## config.mk

```make
export PLATFORM = sky130hd
export DESIGN_NAME = mc_var_filter
export DESIGN_NICKNAME = d
export VERILOG_FILES = /design/src/rtl/filter_pkg.sv /design/src/rtl/phase_tick.sv /design/src/rtl/mc_var_filter.sv
export SDC_FILE = /design/constraint.sdc
export NUM_CORES = 1
export LEC_CHECK = 0
export ABC_AREA = 1
export CAP_MARGIN = 20
export CORE_ASPECT_RATIO = 1.1
export CORE_MARGIN = 4
export CORE_UTILIZATION = 44
export DETAILED_ROUTE_END_ITERATION = 16
export SLEW_MARGIN = 20
export SYNTH_ARGS = -nofsm -noshare
export SYNTH_HDL_FRONTEND = slang
export SYNTH_SLANG_ARGS = --single-unit
```

## constraint.sdc

```tcl
create_clock -name clk -period 11.3 [get_ports clk]
set_input_delay 2.825 -clock clk [delete_from_list [all_inputs] [get_ports clk]]
set_output_delay 2.825 -clock clk [all_outputs]
set_load 0.1 [all_outputs]
```

## src/rtl/filter_pkg.sv

```systemverilog
// rtl/filter_pkg.sv - shared types, limits and saturation helper for the variable-cutoff filter
package filter_pkg;

  typedef enum logic {
    FILT_LP = 1'b0,
    FILT_HP = 1'b1
  } filt_mode_e;

  // Intermediate width used by the saturation helpers; any sample width up to 63 fits.
  localparam int SAT_W = 64;

  localparam int                  DEF_BITWIDTH = 16;
  localparam logic signed [15:0]  DEF_MAX      = 16'sh7FFF;
  localparam logic signed [15:0]  DEF_MIN      = 16'sh8000;

  function automatic logic signed [SAT_W-1:0] sat_max(input int bw);
    return (64'sd1 <<< (bw - 1)) - 64'sd1;
  endfunction

  function automatic logic signed [SAT_W-1:0] sat_min(input int bw);
    return -(64'sd1 <<< (bw - 1));
  endfunction

  // Clamp a sign-extended value to the signed range of a bw-bit sample.
  function automatic logic signed [SAT_W-1:0] sat(input logic signed [SAT_W-1:0] v, input int bw);
    logic signed [SAT_W-1:0] hi;
    logic signed [SAT_W-1:0] lo;
    hi = sat_max(bw);
    lo = sat_min(bw);
    if (v > hi) begin
      return hi;
    end else if (v < lo) begin
      return lo;
    end
    return v;
  endfunction

endpackage

```

## src/rtl/phase_tick.sv

```systemverilog
// rtl/phase_tick.sv - phase accumulator whose carry-out is the filter update tick
module phase_tick #(
  parameter int PA_WIDTH = 8
) (
  input  logic                clk,
  input  logic                n_RST,
  input  logic [PA_WIDTH-1:0] tuning_word,
  output logic                tick
);

  logic [PA_WIDTH-1:0] r_pa;
  logic [PA_WIDTH:0]   w_sum;

  // The tick is the carry of the add that lands at the coming edge.
  assign w_sum = {1'b0, r_pa} + {1'b0, tuning_word};
  assign tick  = w_sum[PA_WIDTH];

  always_ff @(posedge clk or negedge n_RST) begin
    if (!n_RST) begin
      r_pa <= '0;
    end else begin
      r_pa <= w_sum[PA_WIDTH-1:0];
    end
  end

endmodule

```

## src/rtl/mc_var_filter.sv

```systemverilog
// rtl/mc_var_filter.sv - multi-channel one-pole LP/HP filter with tick-gated leaky updates
module mc_var_filter
  import filter_pkg::*;
#(
  parameter  int BITWIDTH = 16,
  parameter  int CHANNELS = 4,
  parameter  int PA_WIDTH = 8,
  localparam int CW       = (CHANNELS > 1) ? $clog2(CHANNELS) : 1,
  localparam int KW       = $clog2(BITWIDTH)
) (
  input  logic                       clk,
  input  logic                       n_RST,
  input  logic [PA_WIDTH-1:0]        tuning_word,
  input  logic [KW-1:0]              shift,
  input  logic                       mode,
  input  logic                       in_valid,
  output logic                       in_ready,
  input  logic [CW-1:0]              in_ch,
  input  logic signed [BITWIDTH-1:0] sig_in,
  output logic                       out_valid,
  input  logic                       out_ready,
  output logic [CW-1:0]              out_ch,
  output logic signed [BITWIDTH-1:0] sig_out
);

  logic                       w_tick;
  logic signed [BITWIDTH-1:0] r_state [CHANNELS];
  logic [CHANNELS-1:0]        r_pend;
  logic [CHANNELS-1:0]        w_pend_nxt;
  logic                       r_out_valid;
  logic [CW-1:0]              r_out_ch;
  logic signed [BITWIDTH-1:0] r_sig_out;

  logic                       w_accept;
  logic                       w_in_range;
  logic                       w_take;
  logic                       w_pend_c;
  logic                       w_consume;
  logic signed [BITWIDTH-1:0] w_s;
  logic signed [BITWIDTH:0]   w_s_ext;
  logic signed [BITWIDTH:0]   w_x_ext;
  logic signed [BITWIDTH:0]   w_diff;
  logic signed [BITWIDTH:0]   w_step;
  logic signed [BITWIDTH:0]   w_sum;
  logic signed [BITWIDTH-1:0] w_upd;
  logic signed [BITWIDTH-1:0] w_sp;
  logic signed [BITWIDTH:0]   w_hp_diff;
  logic signed [BITWIDTH-1:0] w_hp;
  logic signed [BITWIDTH-1:0] w_out;

  phase_tick #(
    .PA_WIDTH(PA_WIDTH)
  ) u_phase_tick (
    .clk        (clk),
    .n_RST      (n_RST),
    .tuning_word(tuning_word),
    .tick       (w_tick)
  );

  assign in_ready   = !r_out_valid || out_ready;
  assign w_accept   = in_valid && in_ready;
  assign w_in_range = (int'(in_ch) < CHANNELS);
  assign w_take     = w_accept && w_in_range;
  assign w_pend_c   = w_in_range && r_pend[in_ch];
  assign w_consume  = w_take && w_pend_c;

  // Datapath runs at BITWIDTH+1 so the difference and the high-pass residue never wrap.
  assign w_s       = w_in_range ? r_state[in_ch] : '0;
  assign w_s_ext   = (BITWIDTH+1)'(w_s);
  assign w_x_ext   = (BITWIDTH+1)'(sig_in);
  assign w_diff    = w_x_ext - w_s_ext;
  assign w_step    = w_diff >>> shift;
  assign w_sum     = w_s_ext + w_step;
  assign w_upd     = BITWIDTH'(sat(SAT_W'(w_sum), BITWIDTH));
  assign w_sp      = w_pend_c ? w_upd : w_s;
  assign w_hp_diff = w_x_ext - (BITWIDTH+1)'(w_sp);
  assign w_hp      = BITWIDTH'(sat(SAT_W'(w_hp_diff), BITWIDTH));
  assign w_out     = (filt_mode_e'(mode) == FILT_HP) ? w_hp : w_sp;

  // A tick landing on the same edge as a consuming accept re-arms the flag.
  always_comb begin
    w_pend_nxt = r_pend;
    for (int c = 0; c < CHANNELS; c++) begin
      w_pend_nxt[c] = w_tick || (r_pend[c] && !(w_consume && (in_ch == CW'(c))));
    end
  end

  always_ff @(posedge clk or negedge n_RST) begin
    if (!n_RST) begin
      r_pend <= '0;
      for (int c = 0; c < CHANNELS; c++) begin
        r_state[c] <= '0;
      end
    end else begin
      r_pend <= w_pend_nxt;
      if (w_consume) begin
        r_state[in_ch] <= w_upd;
      end
    end
  end

  always_ff @(posedge clk or negedge n_RST) begin
    if (!n_RST) begin
      r_out_valid <= 1'b0;
      r_out_ch    <= '0;
      r_sig_out   <= '0;
    end else if (in_ready) begin
      r_out_valid <= w_take;
      if (w_take) begin
        r_out_ch  <= in_ch;
        r_sig_out <= w_out;
      end
    end
  end

  assign out_valid = r_out_valid;
  assign out_ch    = r_out_ch;
  assign sig_out   = r_sig_out;

endmodule

```

==> impl_summary.md, run 1 <==
Status
The run finished with clean final reports.

Timing
The final worst clock skew is 14.53 ps. The setup TNS is 0 ps. The count of pins over their slew limit is 0. Headroom to the max-slew limit came out at 34.90%. At the pin with the least slew margin, the transition time is 973.4 ps. Based on the critical path, the design can be clocked at up to 0.09562 GHz. The final cycle utilization of the critical path is between 90% and 100%.

For the finished layout, the period the worst path requires is approximately 10000 ps. Setup repair after global routing left no endpoint under its margin. The total count of hold-check failures in the final report was 0. Setup violations remaining at the end of the flow were counted as 0.

Critical path
The worst endpoint required time is 11590 ps. Of all nets on the critical path, the largest fanout is 15. The number of buffer and inverter stages on the critical path is 10. Among the stages of the critical path, the cell type that occurs most often is nand2_1. By startpoint and endpoint, the worst setup path is classified as input pin to flop. The standard cell with the maximum stage delay on the critical path is clkdlybuf4s50_1. Broken down by cell family, the worst path's largest delay share belongs to simple AND/OR/NAND/NOR gates. The worst setup path is launched from an input pin. Data arrives at the worst endpoint at between 10000 and 15000 ps.

For this run, the slowest stage of the critical path takes 600 ps. The worst setup path is captured at a flop.

Floorplan
The number of placement rows is 51. The total die area is approximately 0.02 mm^2. In this run the vertical extent of the chip is about 150 um. The I/O pin total is 55.

The placeable core area is approximately 0.018 mm^2. For this configuration, the core starts out at a cell density of 45.04%. In this run the horizontal extent of the chip is 136.9 um.

Detailed routing
The number of DRC violations after detailed routing is 0. The routed design uses 1112 um of met3 wire. The highest metal layer carrying signal wires in the routed design is met4. After detailed routing, the average wire length per cell comes to 16.05 um. The met1 layer wirelength in the final routing is 10670 um. The number of nets still failing antenna checks after routing is 0. After detailed routing, the total wire length is 23690 um. The amount of wire on met2 after detailed routing is 11460 um. The first-pass detailed-route iteration total is 7.

The final route contains around 7700 vias. The number of DRC markers after the initial detailed-route iteration is 672. The average vias per placed instance is 5.211.

Place
The port buffer count is 54. The placed instance area is 0.008761 mm^2. Routability-driven placement finished with a final weighted congestion of between 0.9 and 1. Detailed placement finished with a half-perimeter wire length of 18590 um.

Synth
The net count of the mapped netlist is 1292. The mapped cell area is 0.008048 mm^2. Of the post-synthesis cell area, the part taken by muxes is 0.1244%. The synthesized area per cell is between 6 and 7 um^2.

The share of the synthesized area in compound gates (AO/OA/AOI/OAI) is 15.19%. The prevailing post-synth register cell is dfrtp_1. The sequential-to-total area share from yosys stat is ~30%.

After synthesis, the largest family of logic cells by area is simple AND/OR/NAND/NOR gates. Yosys mapped a number of flops with a built-in enable equal to 0. The xor/xnor share of the synthesized area is 4.027%. Summed over its instances, the top area cell type makes up 29.54% of the synthesized netlist area. In the synthesized netlist the async set-or-reset flop fraction comes to 100.0%. Sorting the synthesized cells by area gives the leading types as dfrtp_1, nand2_1, ha_1.

After synthesis the netlist holds a flip-flop and latch count of 95. Yosys printed 0 warnings. The biggest area contributor in the post-synthesis netlist is dfrtp_1. The synthesized netlist devotes under 10% of its cell area to adder and majority cells.

Of the total synthesized cell area, the portion taken by AND, OR, NAND and NOR gates is 31.95%. The number of different library cells used by synthesis comes to 47. In the synthesized netlist, the number of instances is roughly 1200.

GRT
Entering global routing, the biggest net connects between 70 and 80 pins. The number of antenna violations at the first check in global routing is 0. After global routing the overflow that remains totals 0. The number of global-route vias before repair is 7314. The global-route usage over all layers is 23.58%. The global-route wire length before repair is approximately 38000 um.

Cells and area
Counting the fill cells in the layout gives approximately 1900. The final cell area excluding filler cells is 0.009076 mm^2. In the final layout, the multi-input gates occupy 0.004926 mm^2. 0 antenna diodes ended up in the layout. The growth of design area from synthesis to finish is 12.78%. The number of nets at the end of the flow is roughly 1300. The share of post-route cells with drive strength above 1 is 7.189%. In the final layout, flip-flops and latches occupy approximately 0.0024 mm^2.

CTS
The deepest clock path buffer count is 2. For the worst-skew pair, the clock arrives at the later sink with an insertion delay of approximately 360 ps. The clock-pin slew reported for the worst setup and hold paths after clock tree synthesis is 70 ps. The H-tree was split into 3 levels.

TritonCTS built the clock tree. The total number of clock tree sinks is 95. The tree is rooted in a clkbuf_16. After clock tree synthesis, the flow added hold-fix buffers numbering 0. The CTS buffer count is 9.

Min path
The worst hold path belongs to the class flop to flop.

Run
Max-cap violations in this run came to 0.
## through the flow
step / setup slack, ps / util [%] / hold WS, ps / instances
2_1_floorplan: 2262 / - / 442.2 / 1196
3_3_place_gp: 678.4 / 49.03 / 452.8 / 1460
3_5_place_dp: 438.9 / 49.03 / 467.7 / 1460
4_1_cts: 787.0 / 50.77 / 485.0 / 1476
5_1_grt: 16.52 / 50.80 / 503.7 / 1476
6_report: 842.4 / 50.80 / 478.5 / 1476
## what timing repair did
| action | 4_1_cts | 5_1_grt |
|---|---|---|
| setup endpoints to repair | 0 | 15 |
| setup buffers | 0 | 0 |
| resized for setup | 0 | 1 |
## state kept, by name, indices dropped and copies added, names as in the netlist
name and count:
r_pend 4, out_valid 1, r_state 64, sig_out 16
out_ch 2, u_phase_tick.r_pa 8
## final timing paths
path | start | endpoint | slack, ps | depth (start not counted)
worst max register to register | r_state[48]$_DFFE_PN0P_ | sig_out[4]$_DFFE_PN0P_ | 3880 | 56
worst min-delay path | sig_out[4]$_DFFE_PN0P_ | sig_out[4]$_DFFE_PN0P_ | 480 | 2
worst max-delay path | in_ch[1] | sig_out[4]$_DFFE_PN0P_ | 840 | 57
max in group asynchronous | n_RST | sig_out[9]$_DFFE_PN0P_ | 7710 | 2
worst min register to register | sig_out[4]$_DFFE_PN0P_ | sig_out[4]$_DFFE_PN0P_ | 480 | 2
min in group asynchronous | n_RST | u_phase_tick.r_pa[4]$_DFF_PN0_ | 2360 | 1
## tightest hold or removal path, delay by kind of cell, from the launching register on
kind | cells | cell delay, ps
simple gates | 2 | 100
flops | 1 | 340
## layer usage
metal,up-vias,global-route usage (%)
li1,3962,-
met1,3542,31.72
met2,158,39.16
met3,30,4.136
met4,0,6.138
met5,-,0
## layout by cell type (no fill, tap or decap), types with 5 or more instances in the layout
cell type,count
o21ai_0,54
a22oi_1,16
xor2_1,27
a21oi_1,65
dfrtp_1,95
clkbuf_16,9
nand3_1,115
and2_1,8
o21bai_1,5
nand2_2,12
inv_1,120
xnor2_1,10
ha_1,57
o211ai_1,5
o21ai_1,44
inv_2,27
buf_4,10
clkdlybuf4s50_1,53
nand2_1,401
nor2_1,40
## cell usage after synthesis (all sizes together), types with 3 or more instances
library cell	n
nand3b	4
a22oi	16
o211ai	5
inv	147
and2	8
nand4	4
xor2	27
ha	57
nand3	117
o21ai	101
a221oi	4
a21o	3
a21oi	67
dfrtp	95
o22ai	4
or2	3
xnor2	10
fa	4
buf	23
nor2	45
clkbuf	14
nand2	417
o21a	5
o21bai	5
## cell families after synthesis
kind of cell / Yosys count
simple gates: 601
compound gates: 215
buf+inv: 186
flops: 95
fa+ha+maj: 61
xor+xnor: 37
mux: 1
## layout make-up
type                    instances  area share, %
clock inverters                 7         0.9374
inverters                     149          6.162
clock buffers                   9          2.481
well taps                     238          3.281
multi-input cells             915          54.27
flip-flops and latches         95          26.19
repair buffers                 63          6.672
Power of run 1 is left out: the tool's default activity adds up to more than one toggle a clock period on the data nets, which glitch-free logic cannot reach.
==> inputs of run 2 (changes only) <==
- CORE_UTILIZATION: 44 -> 45
==> impl_summary.md, run 2 (synthesis results as in run 1) <==
Status
The run finished with clean final reports.

Timing
The post-layout minimum cycle time was 10380 ps (-77.37 ps). Setup repair after global routing left no endpoint under its margin. The slew at the pin with the worst max-slew slack is 1009 ps (+36.08 ps). The total count of hold-check failures in the final report came to 0 (unchanged).

The relative slew slack is 32.49% (-2.4 points). The count of pins over their slew limit is 0 (unchanged). The setup violation total in the final timing report is 0 (unchanged). The final cycle utilization of the critical path is 91.86% (-0.68 points). The final worst clock skew is 9.472 ps (-5.053 ps). The setup TNS was 0 ps (unchanged). The maximum clock frequency is 0.09634 GHz (+0.75%).

CTS
The total number of clock tree sinks came to 95 (unchanged). The clock-pin slew reported for the worst setup and hold paths after clock tree synthesis is 70 ps (about the same). The number of hold buffers added after CTS is 0 (unchanged). The CTS tree is yes.

The CTS buffer count is 9 (unchanged). The deepest clock path buffer count was 2 (unchanged). The clock network latency to the later pin of the worst-skew pair was 350 ps (about the same).

The clock root buffer master is clkbuf_16. The maximum level of the CTS H-tree came to 3 (unchanged).

GRT
The global-route track usage on met3 was 3.958% (-0.18 points). After global routing, the most crowded layer is met2. The number of global-route vias before repair is 7274 (-0.55%).

The global-route usage over all layers came to 23.43% (-0.15 points). The number of antenna violations at the first check in global routing was 0 (unchanged). The leftover overflow at the end of global routing is 0 (unchanged). The met2 capacity usage during global routing is 37.57% (-1.6 points).

The met1 track demand over resource is 32.33% (+0.61 points). The global-route wire length before repair is 37130 um (-2.9%). The maximum number of pins on one net before global-route repair is 56 (-24%).

Cells and area
Compared with the post-synthesis result, the final layout area differs by 12.34%. The largest register by flop count is r_state. The final cell area excluding filler cells is 0.009041 mm^2 (-0.39%). The flip-flop count of the largest register, all copies and words added is 64 (unchanged).

The library cells used most frequently in the layout, excluding fill and tap cells, are nand2_1, inv_1, nand3_1, dfrtp_1, a21oi_1. The number of nets at the end of the flow was 1324 (-0.38%). The antenna diode count is 0 (unchanged). The fill cell instance count of the final layout came to 1888 (-0.16%). The most common cell after layout, fill and taps aside is nand2_1.

The share of post-route cells with drive strength above 1 was 6.813% (-0.38 points).

Floorplan
The total die area is 0.02009 mm^2 (-2.1%). The die extent in y is 148.3 um (-1.1%). The overall die width was 135.5 um (-1.1%).

The number of placement rows came to 51 (unchanged). The I/O pin total is 55 (unchanged). The initial core utilization was 45.69% (+0.65 points). The placeable core area came to 0.01761 mm^2 (-1.4%).

Critical path
The data arrival time of the worst path is 10670 ps (-80 ps). The critical path's top delay family is simple AND/OR/NAND/NOR gates. The maximum cell stage delay along the critical path is 640 ps (+40 ps).

The worst setup path is launched from an input pin. The slowest stage of the critical path belongs to the cell clkdlybuf4s50_1. The worst endpoint required time was 11590 ps (about the same). The worst setup path is captured at a flop.

The critical path is of the input pin to flop type. The critical-path maximum fanout is 15 (unchanged). The cell occurring most often along the worst timing path is nand2_1. The number of buffer and inverter stages on the critical path is 11 (+1).

Detailed routing
The detailed-route wire length is 23320 um (-1.6%). The detailed-route wire length per cell is 15.85 um (-1.2%). The number of DRC violations after detailed routing is 0 (unchanged). The first-pass detailed-route iteration total is 5 (-2). The number of DRC markers after the initial detailed-route iteration is 476 (-29%). The number of nets still failing antenna checks after routing came to 0 (unchanged). The average vias per placed instance is 5.260 (+0.93%). The via count came to 7737 (+0.59%).

Place
The HPWL after detailed placement is 18520 um (-0.38%). The placed instance area is 0.008723 mm^2 (-0.43%). The placer congestion estimate is 0.9401 (+0.67%). The port buffer count is 54 (unchanged).

Min path
The path class of the tightest hold or removal check is flop to flop.

Run
The number of max-capacitance violations reported is 0 (unchanged).
run 2: repair_timing:
item,CTS,global route
setup buffers,0,0
resized for setup,0,1
setup endpoints to repair,0,15
run 2: per-stage QoR:
| step | utilization [%] | hold slack [ps] | setup slack (ps) | instances |
|---|---|---|---|---|
| after CTS | 51.31 | 476.3 | 851.7 | 1471 |
| after global placement | 49.53 | 452.6 | 628.2 | 1455 |
| after global routing | 51.34 | 509.2 | 5.086 | 1471 |
| final | 51.34 | 468.1 | 919.8 | 1471 |
| after detailed placement | 49.53 | 458.5 | 502.1 | 1455 |
| after floorplan | - | 442.2 | 2262 | 1196 |
run 2: area by class of cell:
cell class,instances,area (um^2),area share [%]
clock buffers,9,225.2,2.491
well taps,238,297.8,3.294
clock inverters,7,87.58,0.9687
inverters,149,559.3,6.186
multi-input cells,915,4926,54.48
flip-flops and latches,95,2377,26.29
repair buffers,58,568.0,6.283
run 2: worst paths after layout:
check / startpoint / endpoint / slack [ps] / depth (start not counted)
setup / recovery: in_ch[1] / sig_out[5]$_DFFE_PN0P_ / 920 / 59
hold / removal: u_phase_tick.r_pa[0]$_DFF_PN0_ / u_phase_tick.r_pa[0]$_DFF_PN0_ / 470 / 1
setup reg to reg: r_state[32]$_DFFE_PN0P_ / sig_out[5]$_DFFE_PN0P_ / 4020 / 56
hold reg to reg: u_phase_tick.r_pa[0]$_DFF_PN0_ / u_phase_tick.r_pa[0]$_DFF_PN0_ / 470 / 1
max in group asynchronous: n_RST / r_state[12]$_DFFE_PN0P_ / 7740 / 2
min in group asynchronous: n_RST / sig_out[10]$_DFFE_PN0P_ / 2440 / 1
run 2: per-layer routing:
metal / vias to the layer above / wire, um / share of wire (%)
li1: 3946 / - / -
met1: 3580 / 10950 / 47
met2: 173 / 10790 / 46
met3: 38 / 918 / 3.9
met4: 0 / 655 / 2.8
met5: - / 0 / 0
Power of run 2 is left out for the same reason.
